File: config.mk
export PLATFORM = sky130hd
export DESIGN_NAME = rx_packet_gen_flat
export DESIGN_NICKNAME = d
export VERILOG_FILES = /design/src/rtl/rx_packet_gen_if.sv /design/src/rtl/rx_packet_gen.sv /design/src/flat_wrapper.sv
export SDC_FILE = /design/constraint.sdc
export NUM_CORES = 1
export LEC_CHECK = 0
export ABC_AREA = 1
export BUFFER_PORTS_ARGS = -buffer_cell sky130_fd_sc_hd__buf_2
export CAP_MARGIN = 20
export CORE_AREA = 5 5 259 261
export DETAILED_ROUTE_END_ITERATION = 10
export DIE_AREA = 0 0 264 266
export GPL_TIMING_DRIVEN = 0
export PLACE_DENSITY_LB_ADDON = 0.08
export SYNTH_ARGS = -nofsm -noshare
export SYNTH_HDL_FRONTEND = slang
export SYNTH_SLANG_ARGS = --single-unit
File: constraint.sdc
create_clock -name clk -period 6.86 [get_ports clk]
set_clock_uncertainty 0.15 [all_clocks]
set_input_delay 0.686 -clock clk [delete_from_list [all_inputs] [get_ports clk]]
set_output_delay 0.686 -clock clk [all_outputs]
set_load 0.03 [all_outputs]
File: src/rtl/rx_packet_gen_if.sv
// AXI-stream bundle driven by the receive-side packet generator.
// The master drives the beat and the slave returns tready.
interface rx_packet_gen_if #(
   parameter int DW = 512
);
   logic [DW-1:0]   tdata;
   logic [DW/8-1:0] tkeep;
   logic            tlast;
   logic            tuser;
   logic            tvalid;
   logic            tready;

   modport master (
      output tdata,
      output tkeep,
      output tlast,
      output tuser,
      output tvalid,
      input  tready
   );

   modport slave (
      input  tdata,
      input  tkeep,
      input  tlast,
      input  tuser,
      input  tvalid,
      output tready
   );
endinterface

File: src/rtl/rx_packet_gen.sv
// AXI-stream test packet generator: bursts of FD/MD/FC/custom-length packets
// with a {packet, beat} data pattern and optional bad marking on TUSER.
module rx_packet_gen #(
   parameter int DW = 512
) (
   input  logic                  clk,
   input  logic                  resetn,
   input  logic                  start,
   input  logic                  stop,
   input  logic [1:0]            cfg_type,
   input  logic [15:0]           cfg_length,
   input  logic [31:0]           cfg_count,
   input  logic [7:0]            cfg_gap,
   input  logic                  cfg_bad,
   output logic                  busy,
   output logic [31:0]           packets_sent,
   rx_packet_gen_if.master       axis
);

   localparam int BPB = DW / 8;

   typedef enum logic [1:0] {
      S_IDLE = 2'd0,
      S_SEND = 2'd1,
      S_GAP  = 2'd2
   } state_t;

   function automatic logic [15:0] pkt_len(input logic [1:0] ptype,
                                           input logic [15:0] len);
      logic [15:0] res;
      case (ptype)
         2'd0:    res = 16'd4160;
         2'd1:    res = 16'd192;
         2'd2:    res = 16'd68;
         default: res = (len == 16'd0) ? 16'd1 : len;
      endcase
      return res;
   endfunction

   // Ceiling division carried in 17 bits so lengths near 64 KiB do not wrap.
   function automatic logic [15:0] beat_count(input logic [15:0] len);
      logic [16:0] sum;
      sum = {1'b0, len} + 17'(BPB - 1);
      return 16'(sum / 17'(BPB));
   endfunction

   function automatic logic [BPB-1:0] last_keep(input logic [15:0] len);
      int rem;
      rem = int'(len % 16'(BPB));
      if (rem == 0)
         return {BPB{1'b1}};
      return {BPB{1'b1}} >> (BPB - rem);
   endfunction

   state_t          state;
   state_t          state_nxt;
   logic            stop_pend;
   logic [15:0]     beat_idx;
   logic [15:0]     pkt_seq;
   logic [7:0]      gap_cnt;

   logic [15:0]     nbeats_q;
   logic [BPB-1:0]  lkeep_q;
   logic [31:0]     count_q;
   logic [7:0]      gap_q;
   logic            bad_q;

   logic            send_vld;
   logic            start_acc;
   logic            hs;
   logic            last_beat;
   logic            stop_any;
   logic            burst_done;

   assign send_vld   = (state == S_SEND);
   assign start_acc  = start && (state == S_IDLE);
   assign hs         = send_vld && axis.tready;
   assign last_beat  = (beat_idx == nbeats_q - 16'd1);
   assign stop_any   = stop_pend || stop;
   assign burst_done = ((count_q != 32'd0) && (packets_sent + 32'd1 == count_q)) || stop_any;

   always_comb begin
      state_nxt = state;
      case (state)
         S_IDLE: begin
            if (start)
               state_nxt = S_SEND;
         end
         S_SEND: begin
            if (hs && last_beat) begin
               if (burst_done)
                  state_nxt = S_IDLE;
               else if (gap_q != 8'd0)
                  state_nxt = S_GAP;
               else
                  state_nxt = S_SEND;
            end
         end
         S_GAP: begin
            if (stop_any)
               state_nxt = S_IDLE;
            else if (gap_cnt == 8'd0)
               state_nxt = S_SEND;
         end
         default: state_nxt = S_IDLE;
      endcase
   end

   always_ff @(posedge clk or negedge resetn) begin
      if (!resetn) begin
         state        <= S_IDLE;
         stop_pend    <= 1'b0;
         packets_sent <= 32'd0;
         pkt_seq      <= 16'd0;
         beat_idx     <= 16'd0;
         gap_cnt      <= 8'd0;
      end else begin
         state <= state_nxt;

         // A stop only matters while a burst is running and dies with it.
         if ((state == S_IDLE) || (state_nxt == S_IDLE))
            stop_pend <= 1'b0;
         else if (stop)
            stop_pend <= 1'b1;

         if (start_acc) begin
            packets_sent <= 32'd0;
            pkt_seq      <= 16'd0;
            beat_idx     <= 16'd0;
         end else if (hs) begin
            if (last_beat) begin
               beat_idx     <= 16'd0;
               pkt_seq      <= pkt_seq + 16'd1;
               packets_sent <= packets_sent + 32'd1;
            end else begin
               beat_idx <= beat_idx + 16'd1;
            end
         end

         // Preloaded to gap-1 so GAP lasts exactly cfg_gap cycles.
         if (state == S_SEND)
            gap_cnt <= gap_q - 8'd1;
         else if (state == S_GAP)
            gap_cnt <= gap_cnt - 8'd1;
      end
   end

   always_ff @(posedge clk) begin
      if (start_acc) begin
         nbeats_q <= beat_count(pkt_len(cfg_type, cfg_length));
         lkeep_q  <= last_keep(pkt_len(cfg_type, cfg_length));
         count_q  <= cfg_count;
         gap_q    <= cfg_gap;
         bad_q    <= cfg_bad;
      end
   end

   assign busy        = (state != S_IDLE);
   assign axis.tvalid = send_vld;
   assign axis.tdata  = send_vld ? {(DW/32){pkt_seq, beat_idx}} : '0;
   assign axis.tkeep  = send_vld ? (last_beat ? lkeep_q : {BPB{1'b1}}) : '0;
   assign axis.tlast  = send_vld && last_beat;
   assign axis.tuser  = send_vld && last_beat && bad_q;

endmodule

File: src/flat_wrapper.sv
// flat-port wrapper written by rule: the top's interface ports become plain ports
module rx_packet_gen_flat 
#(
   parameter int DW = 512
)
  (clk, resetn, start, stop, cfg_type, cfg_length, cfg_count, cfg_gap, cfg_bad, busy, packets_sent, axis_tdata, axis_tkeep, axis_tlast, axis_tuser, axis_tvalid, axis_tready);
  rx_packet_gen_if #(.DW(DW)) axis_i ();
  input  logic clk;
  input  logic resetn;
  input  logic start;
  input  logic stop;
  input  logic [1:0] cfg_type;
  input  logic [15:0] cfg_length;
  input  logic [31:0] cfg_count;
  input  logic [7:0] cfg_gap;
  input  logic cfg_bad;
  output logic busy;
  output logic [31:0] packets_sent;
  output wire logic [$bits(axis_i.tdata)-1:0] axis_tdata;
  output wire logic [$bits(axis_i.tkeep)-1:0] axis_tkeep;
  output wire logic [$bits(axis_i.tlast)-1:0] axis_tlast;
  output wire logic [$bits(axis_i.tuser)-1:0] axis_tuser;
  output wire logic [$bits(axis_i.tvalid)-1:0] axis_tvalid;
  input wire logic [$bits(axis_i.tready)-1:0] axis_tready;
  assign axis_tdata = axis_i.tdata;
  assign axis_tkeep = axis_i.tkeep;
  assign axis_tlast = axis_i.tlast;
  assign axis_tuser = axis_i.tuser;
  assign axis_tvalid = axis_i.tvalid;
  assign axis_i.tready = axis_tready;
  rx_packet_gen #(.DW(DW)) u_core (.clk(clk), .resetn(resetn), .start(start), .stop(stop), .cfg_type(cfg_type), .cfg_length(cfg_length), .cfg_count(cfg_count), .cfg_gap(cfg_gap), .cfg_bad(cfg_bad), .busy(busy), .packets_sent(packets_sent), .axis(axis_i));
endmodule
==> results_dict.tcl, run 1 <==
set metrics [dict create \
    min_period_ns 4.573 \
    route.detailed.drc 0 \
    final_hold_viol_count 0 \
    io_buffers 675 \
    initial_core_util_pct 22.98 \
    synth-xor-area-share_pct 2.696 \
    synth_compound_area_share_pct 5.103 \
    crit_top_cell "clkbuf_1" \
    hp-class "in2reg" \
    dieHeight_microns 266 \
    status "finished, final reports clean" \
    cp_slowest_stage_delay_ns 0.60 \
    routabilityCongestion 0.8488 \
    critPathRequiredTime_ns 6.02 \
    ant_nets 0 \
    synth_cells 1918 \
    dpl-instance-area_sq_um 19270 \
    clkSlewWorstSetupHoldPaths_ns 0.08 \
    slew_viol_final 0 \
    ys.warnings.count 0 \
    relSlewSlack_pct 46.19 \
    fp.dieArea_sq_um 70220 \
    wl_microns 59180 \
    viasPerCell 3.979 \
    dieWidth_microns 264 \
    fin_ws_ns 2.287 \
    max_freq_mhz 218.7 \
    synth.area.mux_share_pct 0.2713 \
    fin_area_sq_um 19920 \
    drt_iter0_markers 751 \
    synth_top_family_by_area "buffers and inverters" \
    setup_violations 0 \
    synth_area_sq_um 14760 \
    path_cells "inv_1, ha_1, clkbuf_1, clkbuf_1, clkbuf_1, nand2_1, inv_1, buf_4, buf_2" \
    clock_latency_ns 0.46 \
    grt.overflow.total 0 \
    synth_edf_count 116 \
    leakage_nw 11.39 \
    yosys_register_bits 191 \
    area_delta_synth_final_pct 34.96 \
    critPathTopFamily "buffers and inverters" \
    numCtsBuffers 17 \
    grt_usage_pct 16.00 \
    worstMarginPinSlew_ns 0.7997 \
    final_nets 2691 \
    drive_above_1_share_pct 47.72 \
    cts_tree "yes" \
    clock_sinks 191 \
    synthAdderAreaFrac_pct 1.017 \
    grt_max_degree 91 \
    cp.arrival_ns 3.74 \
    critPathSlowestCell "inv_1" \
    rows 93 \
    synth_ff_type "edfxtp_1" \
    cts_max_level 4 \
    dp_slack_ns 2.652 \
    critPathCaptureType "primary output" \
    holdWs_ns 0.2417 \
    clk_path_buf_depth 2 \
    critPathMaxFanout 16 \
    min_period_over_period_pct 66.66 \
    grt_setup_unrepaired "no" \
    async_flop_share_pct 39.27 \
    dp_cells 3450 \
    cap_violations 0 \
    wl_per_cell_microns 16.98 \
    path_class "reg2out" \
    design.core.area_sq_um 64230 \
    antenna_found_initial 6 \
    startpoint_type "flip-flop" \
    ctsHoldBuffers 1 \
    path_buf_inv 7 \
    vdd_drop_max_uv 206.4 \
    synth-simple-area-share_pct 24.13 \
    yosysSeqAreaShare_pct 36.31 \
    dr.pass1.iters 5 \
    fin_cells 3486 \
    cts_resized 0 \
    synth.net_count 1994 \
    grt_pass1_wl_microns 87360 \
    via_count 13870 \
    cts_root_buffer "clkbuf_16" \
    dp_hpwl_microns 48650 \
    grt_pass1_vias 13510 \
    avgSynthCellArea_sq_um 7.696 \
    power_density_nw_per_um2 240.7 \
    synth_cell_types 49 \
    cts_setup_buffers 0 \
    ios 676 \
]
[cell usage after synthesis, types with 2 or more instances]
cell type  number  area (sq um)
o32ai_1         2         17.52
buf_4         480          3603
xor2_1         31         271.5
nor2_2         12         75.07
nand4_1        12         75.07
nor3b_1         2         15.01
edfxtp_1      116          3483
clkinv_1        3         11.26
ha_1           12         150.1
o22ai_1        23         143.9
dfrtp_1        75          1877
nand2_1       365          1370
nand2_2         4         25.02
o21ai_0        74         370.4
nor2_4          6         67.56
and3_1          2         12.51
o21a_1          2         15.01
nor3_2          4         40.04
inv_1         180         675.7
clkbuf_1       22         82.58
xor3_1          2         47.55
nand3_4         2         35.03
nor4_1         11         68.82
nand2_4         3         33.78
a31oi_1         3         18.77
a21oi_2         2         17.52
nor2_1        271          1017
buf_2          14         70.07
mux2i_1         4         40.04
inv_2           6         22.52
buf_6           2         22.52
xnor2_1         9         78.83
o31ai_1         2         15.01
nand3_1        89         445.4
a21oi_1        23         115.1
nand3b_1       16         120.1
or2_2           6         37.54
nor3_1         15         75.07
[per-layer routing]
metal	global-route usage, %	share of wire [%]	vias up
met5	0	0.046	-
met1	19.19	41	6394
met4	3.077	1.2	4
met3	3.666	6.0	32
met2	29.49	52	435
li1	-	-	7005
[registers in the layout, indices dropped and copies added, names as in the netlist]
signal               cells
u_core.lkeep_q          64
u_core.count_q          32
u_core.packets_sent     32
u_core.beat_idx         16
u_core.pkt_seq          16
u_core.nbeats_q         11
u_core.gap_cnt           8
u_core.gap_q             8
u_core.state             2
u_core.bad_q             1
u_core.stop_pend         1
[cells in the final DEF (no fill, tap or decap), types with 4 or more instances in the layout]
master / n
nor2_4: 6
xnor2_1: 9
mux2i_1: 4
clkbuf_16: 17
nor4_1: 11
nand3_1: 89
nand4_1: 12
nand2_1: 365
inv_2: 6
dfrtp_1: 75
edfxtp_1: 116
xor2_1: 31
o21ai_0: 74
a21oi_1: 23
clkbuf_1: 23
ha_1: 12
buf_4: 481
nor3_2: 4
inv_6: 5
buf_2: 688
o22ai_1: 23
nor3_1: 15
nand2_2: 4
bufinv_16: 4
or2_2: 6
nor2_2: 12
inv_1: 180
nand3b_1: 16
nor2_1: 271
[worst reg2reg max path: stages (launching register included)]
cell,delay (ns)
dfrtp_1,0.40
inv_1,0.14
ha_1,0.21
clkbuf_1,0.35
nand2_1,0.31
inv_1,0.22
nand3_4,0.16
nand2_4,0.13
buf_6,0.17
clkbuf_1,0.46
o21ai_0,0.17
[final cells by class]
| type | instances | area, sq um |
|---|---|---|
| clock inverter | 14 | 202.7 |
| sequential | 191 | 5360 |
| antenna | 3 | 7.507 |
| inverter | 189 | 714.4 |
| buffer | 519 | 3784 |
| fill | 7074 | 44310 |
| clock buffer | 18 | 429.2 |
| timing repair buffer | 678 | 3446 |
| tap | 855 | 1070 |
| multi-input combinational | 1019 | 4907 |
[report_power, final]
group	internal (mW)	switching (mW)	total, mW
logic	0.622	1.51	2.13
registers	1.44	0.105	1.54
clock network	0.619	0.503	1.12
[final timing paths]
kind	endpoint	slack, ns	cells past startpoint	start
worst max-delay path	axis_tdata[486]	2.29	9	u_core.state[1]
worst min-delay path	u_core.gap_q[0]	0.24	1	cfg_gap[0]
worst max register to register	u_core.packets_sent[15]	3.85	10	u_core.state[1]
worst min register to register	u_core.gap_cnt[0]	0.37	2	u_core.gap_cnt[0]
max in group asynchronous	u_core.state[1]	5.35	3	resetn
min in group asynchronous	u_core.packets_sent[31]	0.56	2	resetn
[through the flow]
stage	util (%)	power [mW]	TNS, ns
after floorplan	-	3.039	0
after global placement	29.90	3.755	-6.213
after detailed placement	30.00	3.731	0
after CTS	31.00	4.870	0
after global routing	31.00	5.083	0
final	31.01	4.795	0
[cells by family after synthesis]
| logic type | count (synthesis) |
|---|---|
| AOI/OAI and AO/OA | 136 |
| other | 1 |
| xor gates and xnor gates | 42 |
| and+or+nand+nor | 824 |
| muxes | 4 |
| DFF | 191 |
| adders and majority gates | 12 |
| buffers and inverters | 708 |
(Power assumes the default switching activity.)
==> run 2: changes to the inputs <==
Settings changed: CORE_AREA 5 5 259 261 to 5 5 260 262, DIE_AREA 0 0 264 266 to 0 0 265 267.
Clock period 6.86 ns to 4.2 ns, I/O delays scaled along.
==> results_dict.tcl, run 2 (synthesized netlist as in run 1, its figures left out) <==
set metrics [dict create \
    slew_viol_final 0 \
    grt_setup_unrepaired "no" \
    dp_hpwl_microns 48060 \
    grt.overflow.total 0 \
    dr.pass1.iters 5 \
    min_period_ns 3.867 \
    top_register "u_core.lkeep_q" \
    design.core.area_sq_um 65160 \
    antenna_found_initial 2 \
    grt_pass1_wl_microns 85660 \
    viasPerCell 3.962 \
    critPathSlowestCell "dfrtp_1" \
    grt_usage_pct 15.58 \
    path_class "reg2out" \
    routabilityCongestion 0.8734 \
    route.detailed.drc 0 \
    initial_core_util_pct 22.65 \
    critPathRequiredTime_ns 3.63 \
    clkSlewWorstSetupHoldPaths_ns 0.08 \
    cp.arrival_ns 3.30 \
    ios 676 \
    ant_nets 0 \
    final_nets 2732 \
    p_switching_mw 3.516 \
    hp-class "in2reg" \
    cts_root_buffer "clkbuf_16" \
    via_count 14000 \
    area_delta_synth_final_pct 38.19 \
    grt_pass1_vias 13760 \
    min_period_over_period_pct 92.07 \
    numCtsBuffers 17 \
    dieWidth_microns 265 \
    largest_register_ffs 64 \
    relSlewSlack_pct 52.43 \
    startpoint_type "flip-flop" \
    setup_violations 0 \
    path_cells "inv_1, ha_1, clkbuf_1, clkbuf_2, buf_1, nand2_1, clkinvlp_4, buf_4, buf_2" \
    final_hold_viol_count 0 \
    wl_per_cell_microns 16.57 \
    p_comb_share_pct 45.6 \
    clk_path_buf_depth 2 \
    drive_above_1_share_pct 48.07 \
    utilization_pct 31.30 \
    cts_tree "yes" \
    layout_commonest_cell "buf_2" \
    cts_max_level 4 \
    regArea_sq_um 5360 \
    clock_latency_ns 0.47 \
    fillers 7106 \
    max_freq_mhz 258.6 \
    worstMarginPinSlew_ns 0.7070 \
    wl_microns 58590 \
    io_buffers 675 \
    critPathCaptureType "primary output" \
    fin_cells 3535 \
    top_regs "u_core.lkeep_q: 64 flops, u_core.count_q: 32 flops, u_core.packets_sent: 32 flops" \
    layout_common_cells "688 x buf_2, 481 x buf_4, 365 x nand2_1" \
    cap_violations 0 \
    dp_cells 3459 \
    dieHeight_microns 267 \
    critPathMaxFanout 16 \
    p_sw_share_pct 45.64 \
    fp.dieArea_sq_um 70760 \
    vdd_drop_max_uv 318.9 \
    grt_max_degree 100 \
    power_density_nw_per_um2 377.7 \
    rows 94 \
    multi_input_area_sq_um 4907 \
    reg2reg_slack_ns 1.16 \
    cp_slowest_stage_delay_ns 0.41 \
    clock_sinks 191 \
    leakage_nw 11.27 \
    clkPwrFrac_pct 21.8 \
    p_int_mw 4.189 \
    status "finished, final reports clean" \
    power_frac_seq_pct 32.6 \
    drt_iter0_markers 787 \
]
[run 2: cell types whose count changed in the layout (fill, tap and decap cells not counted), moves of 2 or more]
cell and change:
inv_1 -27, clkinv_8 +2, dlygate4sd3_1 +41, inv_8 +6, inv_6 -2, clkbuf_1 -3, bufinv_16 -4, clkinvlp_4 +26
[run 2: cell type report]
type,instances,share of cell area [%]
sequential,191,26.28
multi-input combinational,1019,24.06
timing repair buffer,719,18.91
buffer,519,18.56
tap,864,5.300
inverter,189,3.999
clock buffer,17,2.086
clock inverter,15,0.7913
antenna,2,0.02454
[run 2: per-layer routing]
metal	up-vias	GRT usage [%]	routed length, microns
met5	-	0	7
met4	2	3.580	955
met3	46	3.217	3480
met2	433	28.63	30250
met1	6448	18.70	23900
li1	7075	-	-
[run 2: worst max-delay path: cells and delay by family (launching register included)]
| kind | cells | cell delay, ns |
|---|---|---|
| buffers and inverters | 7 | 1.99 |
| DFF | 1 | 0.41 |
| and+or+nand+nor | 1 | 0.23 |
| adders and majority gates | 1 | 0.19 |
[run 2: per-stage QoR]
step	cell area [sq um]	setup TNS [ns]	setup slack [ns]	hold slack (ns)	total power, mW
after floorplan	14760	0	1.085	-0.02559	4.948
after global placement	19220	-8.324	-0.4242	0.3526	6.097
after detailed placement	19280	0	0.3071	0.1912	6.088
after CTS	20300	0	0.01812	0.1030	7.838
after global routing	20390	0	0.007248	0.1531	8.157
final	20400	0	0.3331	0.1279	7.705
[run 2: final timing paths]
kind	endpoint	cells past startpoint	start
worst min register to register	u_core.gap_cnt[0]	2	u_core.gap_cnt[0]
min in group asynchronous	u_core.packets_sent[15]	2	resetn
worst min-delay path	u_core.stop_pend	3	stop
max in group asynchronous	u_core.gap_cnt[3]	3	resetn
worst max register to register	u_core.packets_sent[15]	10	u_core.state[1]
worst max-delay path	axis_tdata[38]	9	u_core.state[1]
[run 2: power groups by stage]
stage | sequential, mW | combinational [mW] | clock [mW]
2_1_floorplan | 2.50 | 2.45 | 0
5_1_grt | 2.54 | 3.80 | 1.82
3_3_place_gp | 2.58 | 3.52 | 0
3_5_place_dp | 2.55 | 3.54 | 0
6_report | 2.51 | 3.51 | 1.68
4_1_cts | 2.51 | 3.58 | 1.74
[run 2: timing repair]
action	4_1_cts	5_1_grt
setup buffers	0	0
resized for setup	3	26
hold buffers	42	0
endpoints found under the setup margin	386	366
endpoints found under the hold margin	58	0
